==> config.mk <==
export PLATFORM = sky130hd
export DESIGN_NAME = writeback_unit
export DESIGN_NICKNAME = d
export VERILOG_FILES = /design/src/rtl/mips_wb_pkg.sv /design/src/rtl/writeback_unit_load_align.sv /design/src/rtl/writeback_unit.sv
export SDC_FILE = /design/constraint.sdc
export NUM_CORES = 1
export LEC_CHECK = 0
export ABC_AREA = 1
export BUFFER_PORTS_ARGS = -buffer_cell sky130_fd_sc_hd__buf_2
export CAP_MARGIN = 20
export CORE_ASPECT_RATIO = 0.75
export CORE_MARGIN = 2
export CORE_UTILIZATION = 38
export CTS_BUF_LIST = sky130_fd_sc_hd__clkbuf_2
export DETAILED_ROUTE_END_ITERATION = 16
export GPL_ROUTABILITY_DRIVEN = 0
export PLACE_DENSITY = 0.59
export SETUP_SLACK_MARGIN = 0.05
export SYNTH_ARGS = -nofsm -noshare
export SYNTH_HDL_FRONTEND = slang
export SYNTH_HIERARCHICAL = 1
export SYNTH_SLANG_ARGS = --single-unit
==> constraint.sdc <==
create_clock -name Clk -period 2 [get_ports Clk]
set_input_delay 0.2 -clock Clk [delete_from_list [all_inputs] [get_ports Clk]]
set_output_delay 0.2 -clock Clk [all_outputs]
set_load 0.01 [all_outputs]
==> src/rtl/mips_wb_pkg.sv <==
// Shared encodings and default widths for the MIPS write-back stage.
package mips_wb_pkg;

    localparam int DATA_W_DEF     = 32;
    localparam int REG_ADDR_W_DEF = 5;

    // Write-back source select
    localparam logic [2:0] WB_ALU  = 3'd0;
    localparam logic [2:0] WB_MEM  = 3'd1;
    localparam logic [2:0] WB_LINK = 3'd2;
    localparam logic [2:0] WB_HI   = 3'd3;
    localparam logic [2:0] WB_LO   = 3'd4;

    // Load type
    localparam logic [2:0] LD_LW  = 3'd0;
    localparam logic [2:0] LD_LH  = 3'd1;
    localparam logic [2:0] LD_LHU = 3'd2;
    localparam logic [2:0] LD_LB  = 3'd3;
    localparam logic [2:0] LD_LBU = 3'd4;

endpackage

==> src/rtl/writeback_unit_load_align.sv <==
// Sub-word load extractor: picks the byte/halfword lane addressed by the
// offset and sign- or zero-extends it. Lanes are defined for a 32-bit word.
module load_align
    import mips_wb_pkg::*;
#(
    parameter int BIG_ENDIAN = 1
) (
    input  logic [31:0] word_i,
    input  logic [1:0]  off_i,
    input  logic [2:0]  load_type_i,
    output logic [31:0] data_o
);

    logic [1:0]  byte_lane;
    logic        half_lane;
    logic [7:0]  byte_val;
    logic [15:0] half_val;

    // Big-endian: offset 0 is the most significant lane. off_i[0] is ignored
    // for halfwords because misaligned accesses trap before reaching here.
    assign byte_lane = (BIG_ENDIAN != 0) ? ~off_i    : off_i;
    assign half_lane = (BIG_ENDIAN != 0) ? ~off_i[1] : off_i[1];
    assign byte_val  = word_i[{byte_lane, 3'b000} +: 8];
    assign half_val  = word_i[{half_lane, 4'b0000} +: 16];

    always_comb begin
        case (load_type_i)
            LD_LH:   data_o = {{16{half_val[15]}}, half_val};
            LD_LHU:  data_o = {16'h0000, half_val};
            LD_LB:   data_o = {{24{byte_val[7]}}, byte_val};
            LD_LBU:  data_o = {24'h000000, byte_val};
            default: data_o = word_i;
        endcase
    end

endmodule

==> src/rtl/writeback_unit.sv <==
// MEM/WB pipeline register, architectural HI/LO and register-file write-back
// select with load alignment; feeds the register file and forwarding unit.
module writeback_unit
    import mips_wb_pkg::*;
#(
    parameter int DATA_W           = DATA_W_DEF,
    parameter int REG_ADDR_W       = REG_ADDR_W_DEF,
    parameter int BIG_ENDIAN       = 1,
    parameter int ZERO_REG_PROTECT = 1
) (
    input  logic                  Clk,
    input  logic                  Reset_n,
    input  logic                  Stall,
    input  logic                  Flush,
    input  logic                  In_Valid,
    input  logic                  In_RegWrite,
    input  logic [REG_ADDR_W-1:0] In_WriteReg,
    input  logic [2:0]            In_WbSel,
    input  logic [2:0]            In_LoadType,
    input  logic [DATA_W-1:0]     In_AluResult,
    input  logic [DATA_W-1:0]     In_MemData,
    input  logic [DATA_W-1:0]     In_PCPlusFour,
    input  logic                  In_HiLoWrite,
    input  logic [DATA_W-1:0]     In_Hi,
    input  logic [DATA_W-1:0]     In_Lo,
    output logic                  RegWrite,
    output logic [REG_ADDR_W-1:0] WriteReg,
    output logic [DATA_W-1:0]     RegData_out,
    output logic [DATA_W-1:0]     Hi,
    output logic [DATA_W-1:0]     Lo
);

    logic                  valid_q,        valid_d;
    logic                  reg_write_q,    reg_write_d;
    logic [REG_ADDR_W-1:0] write_reg_q,    write_reg_d;
    logic [2:0]            wb_sel_q,       wb_sel_d;
    logic [2:0]            load_type_q,    load_type_d;
    logic [DATA_W-1:0]     alu_result_q,   alu_result_d;
    logic [DATA_W-1:0]     mem_data_q,     mem_data_d;
    logic [DATA_W-1:0]     pc_plus_four_q, pc_plus_four_d;
    logic                  hilo_write_q,   hilo_write_d;
    logic [DATA_W-1:0]     hi_new_q,       hi_new_d;
    logic [DATA_W-1:0]     lo_new_q,       lo_new_d;
    logic [DATA_W-1:0]     hi_q,           lo_q;

    logic              hilo_commit;
    logic              sel_legal;
    logic              reg0_blocked;
    logic [DATA_W-1:0] load_data;

    always_comb begin
        // NOTE: every next-state signal gets its hold value first so no path
        // through this block can leave one unassigned and infer a latch.
        valid_d        = valid_q;
        reg_write_d    = reg_write_q;
        write_reg_d    = write_reg_q;
        wb_sel_d       = wb_sel_q;
        load_type_d    = load_type_q;
        alu_result_d   = alu_result_q;
        mem_data_d     = mem_data_q;
        pc_plus_four_d = pc_plus_four_q;
        hilo_write_d   = hilo_write_q;
        hi_new_d       = hi_new_q;
        lo_new_d       = lo_new_q;
        if (Flush) begin
            valid_d        = 1'b0;
            reg_write_d    = 1'b0;
            write_reg_d    = '0;
            wb_sel_d       = '0;
            load_type_d    = '0;
            alu_result_d   = '0;
            mem_data_d     = '0;
            pc_plus_four_d = '0;
            hilo_write_d   = 1'b0;
            hi_new_d       = '0;
            lo_new_d       = '0;
        end else if (!Stall) begin
            valid_d        = In_Valid;
            reg_write_d    = In_RegWrite;
            write_reg_d    = In_WriteReg;
            wb_sel_d       = In_WbSel;
            load_type_d    = In_LoadType;
            alu_result_d   = In_AluResult;
            mem_data_d     = In_MemData;
            pc_plus_four_d = In_PCPlusFour;
            hilo_write_d   = In_HiLoWrite;
            hi_new_d       = In_Hi;
            lo_new_d       = In_Lo;
        end
    end

    // HI/LO commit on the edge where the entry leaves WB, so a stalled
    // mult updates exactly once and the following mfhi sees the result.
    assign hilo_commit = valid_q & hilo_write_q & (Flush | ~Stall);

    always_ff @(posedge Clk or negedge Reset_n) begin
        if (!Reset_n) begin
            valid_q        <= 1'b0;
            reg_write_q    <= 1'b0;
            write_reg_q    <= '0;
            wb_sel_q       <= '0;
            load_type_q    <= '0;
            alu_result_q   <= '0;
            mem_data_q     <= '0;
            pc_plus_four_q <= '0;
            hilo_write_q   <= 1'b0;
            hi_new_q       <= '0;
            lo_new_q       <= '0;
            hi_q           <= '0;
            lo_q           <= '0;
        end else begin
            // NOTE: non-blocking assignments so every register samples the
            // pre-edge values regardless of statement order.
            valid_q        <= valid_d;
            reg_write_q    <= reg_write_d;
            write_reg_q    <= write_reg_d;
            wb_sel_q       <= wb_sel_d;
            load_type_q    <= load_type_d;
            alu_result_q   <= alu_result_d;
            mem_data_q     <= mem_data_d;
            pc_plus_four_q <= pc_plus_four_d;
            hilo_write_q   <= hilo_write_d;
            hi_new_q       <= hi_new_d;
            lo_new_q       <= lo_new_d;
            if (hilo_commit) begin
                hi_q <= hi_new_q;
                lo_q <= lo_new_q;
            end
        end
    end

    load_align #(
        .BIG_ENDIAN (BIG_ENDIAN)
    ) u_load_align (
        .word_i      (mem_data_q),
        .off_i       (alu_result_q[1:0]),
        .load_type_i (load_type_q),
        .data_o      (load_data)
    );

    assign sel_legal    = (wb_sel_q <= WB_LO);
    assign reg0_blocked = (ZERO_REG_PROTECT != 0) && (write_reg_q == '0);

    assign RegWrite = valid_q & reg_write_q & sel_legal & ~reg0_blocked;
    assign WriteReg = write_reg_q;
    assign Hi       = hi_q;
    assign Lo       = lo_q;

    always_comb begin
        case (wb_sel_q)
            WB_ALU:  RegData_out = alu_result_q;
            WB_MEM:  RegData_out = load_data;
            WB_LINK: RegData_out = pc_plus_four_q;
            WB_HI:   RegData_out = hi_q;
            WB_LO:   RegData_out = lo_q;
            default: RegData_out = '0;
        endcase
    end

endmodule

==> results of run 1 <==
## synthesized netlist by cell type, drive strengths merged
cell    number
clkbuf      34
nand2      421
nor3         2
nand3      370
nand4       32
o211ai       8
nor2        43
dfrtp      238
buf         95
o21ai      193
or2          6
inv         81
## cells by family after synthesis
family | count (synthesis) | share of synthesized area [%]
compound gates | 201 | 8.653
buf+inv | 210 | 8.337
flops | 238 | 50.23
simple gates | 874 | 32.78
## stage by stage
step | utilization, % | setup TNS (ns) | hold slack, ns | worst slack, ns | cell area [um^2]
floorplan | - | 0 | -0.09559 | 0.4493 | 11860
global placement | 45.33 | 0 | 0.1983 | 0.005780 | 13790
detailed placement | 45.33 | -0.02785 | 0.1998 | -0.02395 | 13790
==> results.yml, run 1 <==
run_status:
  status: "did not finish"
  haltStage: "4_1_cts"
  firstError: "[ERROR RSZ-0060] Max buffer count reached."
logic_synthesis:
  ys_ff_latch: 238
  yosys_warnings: 6
  yosysTopAreaCell: "dfrtp_1"
  avgSynthCellArea_um2: 7.785
  ys_seq_area_share_pct: 50.23
  synth_cell_types: 20
  postSynthCellCount: 1523
  netlist_area_mm2: 0.01186
  netlist.area_leader.share_pct: 50.23
  synth_area_leaders: "dfrtp_1 50%, nand3_1 15%, nand2_1 13%, o21ai_0 5.4%, o21ai_1 2.8%"
  synth_nets: 1701
clocking:
  cts_hold_buf: 449
  clock_path_buffers: 3
  cts.htree.levels: 2
  cts-root-buf: "clkbuf_2"
  post_cts_buffers: 6
  cts_made_buffers: 59
  cts_resized: 55
  cts_num_sinks: 238
die:
  pin_count: 280
  start_util_pct: 38.98
  rows: 55
  die_h_um: 157.0
  die_w_um: 208.0
placement:
  port_buffers: 279
  hpwl_um: 28900
  post-place-cells: 2126
==> run 2, diff against run 1 <==
CORE_ASPECT_RATIO = unset   (was 0.75)
CORE_UTILIZATION = 23   (was 38)
CTS_BUF_LIST = unset   (was sky130_fd_sc_hd__clkbuf_2)
PLACE_DENSITY = unset   (was 0.59)
PLACE_DENSITY_LB_ADDON = 0.15   (was unset)
SETUP_SLACK_MARGIN = unset   (was 0.05)
==> run 2 against run 1 <==
The flow now finishes, with violations (negative setup slack). Area after synthesis is the same. Synthesized cell count is the same.
==> results.yml, run 2 <==
routing:
  drcViolationCount: 0
  first_pass_iters: 5
  wl_um: 52090
  via_count: 12380
  wl_per_cell_um: 19.58
  drtIter0Drc: 773
  via_per_inst: 4.654
  ant_nets: 0
run_status:
  status: "complete, but fails checks"
  violations: "negative setup slack"
logic_synthesis:
  synth_area_leaders: "dfrtp_1 50%, nand3_1 15%, nand2_1 13%, o21ai_0 5.4%, o21ai_1 2.8%"
  ys_ff_latch: 238
  netlist_area_mm2: 0.01186
  yosys_warnings: 6
  synth_nets: 1701
  avgSynthCellArea_um2: 7.785
  netlist.area_leader.share_pct: 50.23
  postSynthCellCount: 1523
  synth_ff_type: "dfrtp_1"
  ys_seq_area_share_pct: 50.23
  yosysTopAreaCell: "dfrtp_1"
  synth.most_common_cell: "nand2_1"
  async_reset_ff_share_pct: 100.0
  synth_cell_types: 20
  synth_edf_count: 0
  synth_commonest_cells: "420 x nand2_1, 366 x nand3_1, 238 x dfrtp_1"
sta:
  rsz0062_at_grt: "yes"
  final_hold_viol_count: 0
  whs_ns: 0.01129
  fin_setup_tns_ns: -17.01
  clock.fmax_ghz: 0.3816
  setup_violations: 32
  period_share_pct: 131.0
  timing.final.crit_period_ns: 2.621
  slew_headroom_pct: 53.71
  setup_ws_ns: -0.6209
  finalMaxSlewViolations: 0
  tightest_slew_ns: 0.6944
  fin_skew_ns: 0.006888
cells_and_area:
  nets: 2135
  fill_cells: 5454
  final_cell_mix: "380 x nand2_1, 339 x nand3_1, 270 x buf_2"
  areaGrowthSynthToFinish_pct: 48.40
  seq_area_mm2: 0.005964
  final_common_cell: "nand2_1"
  drive_gt1_share_pct: 26.24
  multiInputGateArea_mm2: 0.005306
worst_setup_path:
  regToRegSetupSlack_ns: 0.63
  crit_buf_inv: 3
  cp_max_fo: 7
  cp-end-kind: "output pin"
  crit_family: "simple AND/OR/NAND/NOR gates"
  arrival_ns: 2.42
  startpoint_type: "flip-flop"
  critPathKind: "reg -> out"
  cpMostUsedCell: "nand2_2"
  crit_slowest_cell: "dfrtp_2"
  slowest_delay_ns: 0.46
  cp_cell_sequence: "nor2_4 > nand2_2 > nand2_2 > nor2_4 > buf_12 > clkbuf_16 > nand2_2 > nand3_2 > nand3_2 > nand2_1 > nor2_1 > nand2_1 > buf_2"
  r2r-end: "Hi[27]$_DFFE_PN0P_"
  r2r_start: "valid_q$_DFFE_PN0P_"
  r2r_cells: 4
  critPathRequiredTime_ns: 1.80
global_route:
  met3_usage_pct: 2.990
  grt_pass1_vias: 12440
  grt_first_pass_wirelength_um: 77180
  antenna_found_initial: 6
  grt_max_degree: 150
  grtUsageMet1_pct: 25.42
  gr-total-overflow: 0
  grt_busiest_layer: "met2"
  grt_use_met2_pct: 31.91
  grt_use_total_pct: 18.92
die:
  die_w_um: 231.0
  die-area_mm2: 0.05338
  pin_count: 280
  rows: 83
  start_util_pct: 23.21
  die_h_um: 231.0
  coreArea_mm2: 0.05109
clocking:
  clk-insertion-delay-late_ns: 0.59
  path_clk_slew_ns: 0.06
  cts.htree.levels: 1
  cts-root-buf: "clkbuf_16"
  cts_num_sinks: 238
  cts_tree: "done"
  cts_made_buffers: 30
  clock_path_buffers: 3
hold_path:
  hp-start: "In_AluResult[1]"
  holdPathStages: 3
  hold_end: "alu_result_q[1]$_DFFE_PN0P_"
  hold_path.class: "in -> reg"
placement:
  hpwl_um: 36300
  port_buffers: 279
power:
  p_leak_nw: 8.916
  ir_drop_v: 0.0006763
  power.density_mw_per_mm2: 795.3
job:
  maxCapViolations: 0
## run 2: per-stage QoR
| step | utilization (%) | power [W] | instances | worst slack, ns | cell area (um^2) |
|---|---|---|---|---|---|
| finish | 34.44 | 0.01399 | 2660 | -0.6209 | 17590 |
| global route | 34.44 | 0.01469 | 2660 | -0.6899 | 17590 |
| CTS | 33.60 | 0.01407 | 2649 | -0.5221 | 17170 |
| detailed placement | 27.86 | 0.008174 | 2418 | -0.06975 | 14230 |
| global placement | 27.86 | 0.008162 | 2418 | -0.08844 | 14230 |
| floorplan | - | 0.006831 | 1523 | 0.4493 | 11860 |
## run 2: what timing repair did
action	CTS	global route
hold buffers	176	0
hold endpoints to repair	411	0
pin swaps	11	56
gates resized for setup	52	82
buffers inserted	3	7
endpoints found under the setup margin	33	33
cloned	0	3
## run 2: final cells by class
| type | instances | area share, % |
|---|---|---|
| Tap cell | 680 | 4.836 |
| Inverter | 81 | 1.785 |
| Timing Repair Buffer | 531 | 23.62 |
| Clock inverter | 9 | 0.4196 |
| Antenna cell | 2 | 0.02845 |
| Clock buffer | 44 | 5.248 |
| Multi-Input combinational cell | 1075 | 30.16 |
| Sequential cell | 238 | 33.90 |
## run 2: how the worst max path moves through the flow
stage               cells after the start                  startpoint              end
finish                                 13  load_type_q[0]$_DFFE_PN0P_  RegData_out[15]
CTS                                    13  load_type_q[0]$_DFFE_PN0P_  RegData_out[18]
global route                           13  load_type_q[0]$_DFFE_PN0P_  RegData_out[15]
detailed placement                     12  load_type_q[0]$_DFFE_PN0P_   RegData_out[9]
global placement                       13  load_type_q[0]$_DFFE_PN0P_   RegData_out[9]
floorplan                              10  load_type_q[2]$_DFFE_PN0P_   RegData_out[8]
## run 2: metal layers
layer	vias to the layer above	part of all wire [%]
met5	-	0.040
met2	337	47
met1	6020	45
met3	72	5.1
li1	5947	-
met4	4	2.5
## run 2: cell families after synthesis
logic type	synth area share [%]
compound gates	8.653
buf+inv	8.337
flops	50.23
simple gates	32.78
## run 2: report_power, final
| group | switching, W | leakage, nW | internal (W) |
|---|---|---|---|
| registers | 0.000458 | 3.12 | 0.00528 |
| clock network | 0.00227 | 0.501 | 0.00318 |
| logic | 0.00161 | 5.30 | 0.00120 |
| total | 0.00433 | 8.92 | 0.00966 |
## run 2: tightest hold or removal path: stages
cell     delay, ns
buf_2         0.10
nand2_1       0.13
o21ai_0       0.11
No activity file was read; power rests on OpenSTA's default activity.
